<file path="src/rtl/eth_tx_preamble_ifg_pkg.sv">
// Shared Ethernet transmit framing definitions: state encoding and preamble/SFD/IFG constants.
package eth_tx_preamble_ifg_pkg;

  typedef enum logic [2:0] {
    ST_IDLE,
    ST_PRE,
    ST_SFD,
    ST_DATA,
    ST_DROP,
    ST_IFG
  } eth_tx_state_e;

  localparam logic [7:0] ETH_PREAMBLE_BYTE = 8'h55;
  localparam logic [7:0] ETH_SFD_BYTE      = 8'hD5;
  localparam int         ETH_PREAMBLE_LEN  = 7;
  localparam int         ETH_DEFAULT_IFG   = 12;

endpackage

</file>
<file path="src/rtl/axi_stream_if.sv">
// Byte-stream AXI-Stream bundle used between the TCP sender, framer and PHY adapter.
interface axi_stream_if #(
  parameter int DATA_WIDTH = 8
);
  logic [DATA_WIDTH-1:0] tdata;
  logic                  tvalid;
  logic                  tready;
  logic                  tlast;

  modport master (output tdata, output tvalid, output tlast, input tready);
  modport slave  (input tdata, input tvalid, input tlast, output tready);
endinterface

</file>
<file path="src/rtl/eth_tx_preamble_ifg.sv">
// Prepends preamble/SFD, truncates runaway frames and enforces the inter-frame gap.
// Optional statistics counters are enabled with ETH_TX_STATS_EN.
module eth_tx_preamble_ifg
  import eth_tx_preamble_ifg_pkg::*;
#(
  parameter int DATA_WIDTH      = 8,
  parameter int IFG_BYTES       = ETH_DEFAULT_IFG,
  parameter int MAX_FRAME_BYTES = 1518
) (
  input  logic         clk,
  input  logic         rst_n,
  axi_stream_if.slave  s_axis,
  axi_stream_if.master m_axis,
  output logic         busy,
  output logic         oversize
`ifdef ETH_TX_STATS_EN
  ,
  output logic [31:0]  frame_count,
  output logic [31:0]  byte_count,
  output logic [15:0]  oversize_count
`endif
);

  localparam int IW = $clog2(IFG_BYTES + 1);

  eth_tx_state_e         state, state_nxt;
  logic [2:0]            pre_cnt;
  logic [10:0]           byte_cnt;
  logic [IW-1:0]         ifg_cnt;
  logic                  drop_seen;
  logic [DATA_WIDTH-1:0] out_data;
  logic                  out_valid, out_last;
  logic                  s_ready, load, trunc, out_hs, enter_ifg;

  assign out_hs    = out_valid && m_axis.tready;
  assign enter_ifg = (state != ST_IFG) && (state_nxt == ST_IFG);

  always_ff @(posedge clk or negedge rst_n) begin
    if (!rst_n) state <= ST_IDLE;
    else        state <= state_nxt;
  end

  always_comb begin
    state_nxt = state;
    s_ready   = 1'b0;
    load      = 1'b0;
    trunc     = 1'b0;
    case (state)
      ST_IDLE: if (s_axis.tvalid) state_nxt = ST_PRE;
      ST_PRE:  if (out_hs && pre_cnt == 3'(ETH_PREAMBLE_LEN - 1)) state_nxt = ST_SFD;
      ST_SFD, ST_DATA: begin
        // The SFD sits in the output slot, so the first byte can load on its handshake.
        s_ready = !out_valid || (m_axis.tready && !out_last);
        load    = s_axis.tvalid && s_ready;
        trunc   = load && !s_axis.tlast && (byte_cnt == 11'(MAX_FRAME_BYTES - 1));
        if (state == ST_SFD && out_hs) state_nxt = ST_DATA;
        if (out_hs && out_last)        state_nxt = ST_IFG;
        if (trunc)                     state_nxt = ST_DROP;
      end
      ST_DROP: begin
        // The truncated final beat may still be draining from the slot.
        s_ready = 1'b1;
        if ((drop_seen || (s_axis.tvalid && s_axis.tlast)) && (!out_valid || out_hs))
          state_nxt = ST_IFG;
      end
      // The IDLE cycle that follows counts towards the gap.
      ST_IFG:  if (ifg_cnt <= IW'(1)) state_nxt = ST_IDLE;
      default: state_nxt = ST_IDLE;
    endcase
  end

  always_ff @(posedge clk or negedge rst_n) begin
    if (!rst_n) begin
      out_data  <= '0;
      out_valid <= 1'b0;
      out_last  <= 1'b0;
      pre_cnt   <= '0;
      byte_cnt  <= '0;
      ifg_cnt   <= '0;
      drop_seen <= 1'b0;
      oversize  <= 1'b0;
    end else begin
      oversize <= trunc;
      if (enter_ifg) ifg_cnt <= IW'(IFG_BYTES - 1);
      case (state)
        ST_IDLE: if (s_axis.tvalid) begin
          out_data  <= DATA_WIDTH'(ETH_PREAMBLE_BYTE);
          out_valid <= 1'b1;
          out_last  <= 1'b0;
          pre_cnt   <= '0;
          byte_cnt  <= '0;
          drop_seen <= 1'b0;
        end
        ST_PRE: if (out_hs) begin
          pre_cnt <= pre_cnt + 3'd1;
          if (pre_cnt == 3'(ETH_PREAMBLE_LEN - 1)) out_data <= DATA_WIDTH'(ETH_SFD_BYTE);
        end
        ST_SFD, ST_DATA: begin
          if (load) begin
            out_data  <= s_axis.tdata;
            out_valid <= 1'b1;
            out_last  <= s_axis.tlast || trunc;
            byte_cnt  <= byte_cnt + 11'd1;
          end else if (out_hs) begin
            out_valid <= 1'b0;
            out_last  <= 1'b0;
          end
        end
        ST_DROP: begin
          if (s_axis.tvalid && s_axis.tlast) drop_seen <= 1'b1;
          if (out_hs) begin
            out_valid <= 1'b0;
            out_last  <= 1'b0;
          end
        end
        ST_IFG: if (ifg_cnt != '0) ifg_cnt <= ifg_cnt - IW'(1);
        default: ;
      endcase
    end
  end

  assign s_axis.tready = s_ready;
  assign m_axis.tdata  = out_data;
  assign m_axis.tvalid = out_valid;
  assign m_axis.tlast  = out_last;
  assign busy          = (state != ST_IDLE);

`ifdef ETH_TX_STATS_EN
  generate
    always_ff @(posedge clk or negedge rst_n) begin
      if (!rst_n) begin
        frame_count    <= '0;
        byte_count     <= '0;
        oversize_count <= '0;
      end else begin
        if (enter_ifg) frame_count    <= frame_count + 32'd1;
        if (load)      byte_count     <= byte_count + 32'd1;
        if (trunc)     oversize_count <= oversize_count + 16'd1;
      end
    end
  endgenerate
`endif

endmodule

</file>
<file path="src/flat_wrapper.sv">
// flat-port wrapper written by rule: the top's interface ports become plain ports
module eth_tx_preamble_ifg_flat import eth_tx_preamble_ifg_pkg::*;
#(
  parameter int DATA_WIDTH      = 8,
  parameter int IFG_BYTES       = ETH_DEFAULT_IFG,
  parameter int MAX_FRAME_BYTES = 1518
)
  (clk, rst_n, busy, oversize, s_axis_tdata, s_axis_tvalid, s_axis_tlast, s_axis_tready, m_axis_tdata, m_axis_tvalid, m_axis_tlast, m_axis_tready);
  axi_stream_if #(.DATA_WIDTH(DATA_WIDTH)) s_axis_i ();
  axi_stream_if #(.DATA_WIDTH(DATA_WIDTH)) m_axis_i ();
  input  logic clk;
  input  logic rst_n;
  output logic busy;
  output logic oversize;
  input wire logic [$bits(s_axis_i.tdata)-1:0] s_axis_tdata;
  input wire logic [$bits(s_axis_i.tvalid)-1:0] s_axis_tvalid;
  input wire logic [$bits(s_axis_i.tlast)-1:0] s_axis_tlast;
  output wire logic [$bits(s_axis_i.tready)-1:0] s_axis_tready;
  output wire logic [$bits(m_axis_i.tdata)-1:0] m_axis_tdata;
  output wire logic [$bits(m_axis_i.tvalid)-1:0] m_axis_tvalid;
  output wire logic [$bits(m_axis_i.tlast)-1:0] m_axis_tlast;
  input wire logic [$bits(m_axis_i.tready)-1:0] m_axis_tready;
  assign s_axis_i.tdata = s_axis_tdata;
  assign s_axis_i.tvalid = s_axis_tvalid;
  assign s_axis_i.tlast = s_axis_tlast;
  assign s_axis_tready = s_axis_i.tready;
  assign m_axis_tdata = m_axis_i.tdata;
  assign m_axis_tvalid = m_axis_i.tvalid;
  assign m_axis_tlast = m_axis_i.tlast;
  assign m_axis_i.tready = m_axis_tready;
  eth_tx_preamble_ifg #(.DATA_WIDTH(DATA_WIDTH), .IFG_BYTES(IFG_BYTES), .MAX_FRAME_BYTES(MAX_FRAME_BYTES)) u_core (.clk(clk), .rst_n(rst_n), .s_axis(s_axis_i), .m_axis(m_axis_i), .busy(busy), .oversize(oversize));
endmodule
</file>
<file path="config.mk">
export PLATFORM = sky130hd
export DESIGN_NAME = eth_tx_preamble_ifg_flat
export DESIGN_NICKNAME = d
export VERILOG_FILES = /design/src/rtl/eth_tx_preamble_ifg_pkg.sv /design/src/rtl/axi_stream_if.sv /design/src/rtl/eth_tx_preamble_ifg.sv /design/src/flat_wrapper.sv
export SDC_FILE = /design/constraint.sdc
export NUM_CORES = 1
export LEC_CHECK = 0
export ABC_AREA = 1
export CAP_MARGIN = 25
export CORE_ASPECT_RATIO = 0.5
export CORE_UTILIZATION = 58
export CTS_CLUSTER_SIZE = 24
export DETAILED_ROUTE_END_ITERATION = 16
export PLACE_DENSITY = 0.84
export SYNTH_ARGS = -nofsm -noshare
export SYNTH_HDL_FRONTEND = slang
export SYNTH_SLANG_ARGS = --single-unit
</file>
<file path="constraint.sdc">
create_clock -name clk -period 3 [get_ports clk]
set_clock_uncertainty 0.2 [all_clocks]
set_input_delay 0.3 -clock clk [delete_from_list [all_inputs] [get_ports clk]]
set_output_delay 0.3 -clock clk [all_outputs]
set_load 0.01 [all_outputs]
</file>
==> qor.csv <==
metric;value;unit
track_usage;27.8;%
synth_warnings;0;
yosys-top-cells-area;dfrtp_1, nand2_1, inv_1;
hold_violations;0;
grt_max_degree;34;
startpoint_type;flip-flop;
synth_top_area_share;43.8;%
final_common_cell;nand2_1;
async_flop_share;100;%
ant_nets;0;
num_antenna_cells;0;
cts.path.max_buffers;2;
layout.area.seq;826;µm²
syn_area;0.00189;mm²
ios;26;
crit_path_top_delay_cell;clkdlybuf4s50_1;
core;0.00305;mm²
path_max_fanout;7;
critPathKind;flip-flop to output port;
peakVddDrop;0.476;mV
drtPass1Iterations;4;
layout.nets;298;
clk_latency;290;ps
dieWidth;82.7;µm
multiInputGateArea;910;µm²
cts-resized-gates;0;
slew_viol_final;0;
leakage;1.07;nW
dp_slack;791;ps
postCtsHoldBufs;0;
die_h;42.3;µm
ys_ff_latch;33;
clock-root-buffer;clkbuf_8;
drc;0;
worstPathCellList;nor2_2 > buf_4 > nand3_1 > nand2_1 > clkdlybuf4s50_1;
cts_setup_buffers;0;
ys_types;28;
cts_made_buffers;5;
vias;1725;
h-tree-depth;2;
worst_pin_slew;425;ps
max_stage_delay;530;ps
required;2500;ps
synthCells;247;
clk_pin_slew;70;ps
avgSynthCellArea;7.64;µm²
hp-class;input port to asynchronous set/reset pin;
initialDrtViolationCount;75;
grt_first_pass_wirelength;6.98;mm
clock_sinks;33;
maxSlewHeadroom;71.6;%
max_freq;413;MHz
layout-drive-gt1-share;7.17;%
crit_path_end_kind;output port;
antenna_found_initial;0;
rows;14;
die_area;0.00350;mm²
cts_tree;yes;
tns;0;ps
rsz0062_at_grt;false;
synthFlopType;dfrtp_1;
maxCapViolations;0;
ys_seq_area_share;43.8;%
routed_wl;4.24;mm
final_cell_mix;nand2_1, dfrtp_1, inv_1;
io_buffers;25;
setup_viol;0;
worst_slack;576;ps
period_needed;2420;ps
routedWlPerCell;13.3;µm
fin_crit_sh;80.8;%
globalplace.congestion;0.932;
grt_pass1_vias;1598;
yosys.area.top_type;dfrtp_1;
hpwl;3.05;mm
crit_family;buffers and inverters;
cp_data_arrival_time;1920;ps
power.density;830;mW/mm²
nFillCells;238;
synth-edff-count;0;
gr-total-overflow;0;
vias_per_cell;5.41;
syn_to_final_growth;21.8;%
start_util;61.9;%
crit_buf_inv;2;
outcome;finished, final reports clean;
syn-num-nets;267;
[cell families (layout without fill, tap and decap cells)]
| group | count (synthesis) | after routing | share of synthesized area, % |
|---|---|---|---|
| fa+ha+maj | 7 | 7 | 4.64 |
| compound gates | 41 | 41 | 11.9 |
| xor+xnor | 4 | 4 | 1.86 |
| mux | 1 | 1 | 0.597 |
| simple gates | 124 | 124 | 29.2 |
| flops | 33 | 33 | 43.8 |
| buf+inv | 37 | 69 | 8.02 |
[stage by stage]
stage / area [µm²] / hold WS, ps / utilization (%) / cells / total power [W]
finish: 2300 / 204 / 75.4 / 319 / 0.00191
global route: 2300 / 275 / 75.4 / 319 / 0.00204
CTS: 2300 / 227 / 75.4 / 319 / 0.00191
detailed placement: 2180 / 278 / 71.6 / 311 / 0.00147
global placement: 2180 / 272 / 71.6 / 311 / 0.00143
floorplan: 1890 / -196 / - / 247 / 0.00118
[layout make-up]
type	instances	area share [%]
multi-input cells	177	39.6
flip-flops and latches	33	35.9
repair buffers	27	11.5
inverters	34	5.66
clock buffers	7	3.76
well taps	40	2.18
clock inverters	1	1.31
[path summary, 6_finish.rpt]
| path | startpoint | to | slack, ps | depth (start not counted) |
|---|---|---|---|---|
| max in group asynchronous | rst_n | u_core.state[0] | 2090 | 2 |
| setup reg to reg | u_core.state[2] | u_core.byte_cnt[4] | 830 | 8 |
| hold / removal | rst_n | u_core.byte_cnt[3] | 200 | 2 |
| setup / recovery | u_core.state[2] | s_axis_tready | 580 | 5 |
| hold reg to reg | u_core.m_axis.tdata[3] | u_core.m_axis.tdata[3] | 290 | 2 |
| min in group clk | u_core.m_axis.tdata[3] | u_core.m_axis.tdata[3] | 290 | 2 |
[sequential cells by signal, summed over array words and instances, names as in the netlist]
name and cells:
u_core.byte_cnt 11, u_core.drop_seen 1, u_core.ifg_cnt 4, u_core.m_axis.tdata 8, u_core.m_axis.tlast 1, u_core.m_axis.tvalid 1, u_core.oversize 1, u_core.pre_cnt 3
u_core.state 3
[metal layers]
metal / wire length (µm) / part of all wire (%) / track usage, % / vias up
li1: - / - / - / 862
met1: 1940 / 46 / 33.8 / 819
met2: 2080 / 49 / 47.4 / 35
met3: 163 / 3.8 / 7.61 / 9
met4: 65 / 1.5 / 10.0 / 0
met5: 0 / 0 / 0 / -
[power breakdown]
part	internal (W)	leakage, nW	total, W	switching [W]
Combinational	0.000323	0.581	0.000821	0.000498
Clock	0.000271	0.0585	0.000435	0.000164
Sequential	0.000562	0.433	0.000651	0.0000884
[Yosys cell counts, types with 2 or more instances]
master and n:
xor2_1 4, o21ai_0 18, dfrtp_1 33, nor2_2 2, nand4_1 2, nor3_1 7
inv_1 31, nor2_1 30, buf_2 2, nor4_1 2, a21oi_1 14, nand3_1 20
inv_2 2, ha_1 7, nand3_2 2, o31ai_1 4, nand2_1 56
No activity file was read; power rests on OpenSTA's default activity.
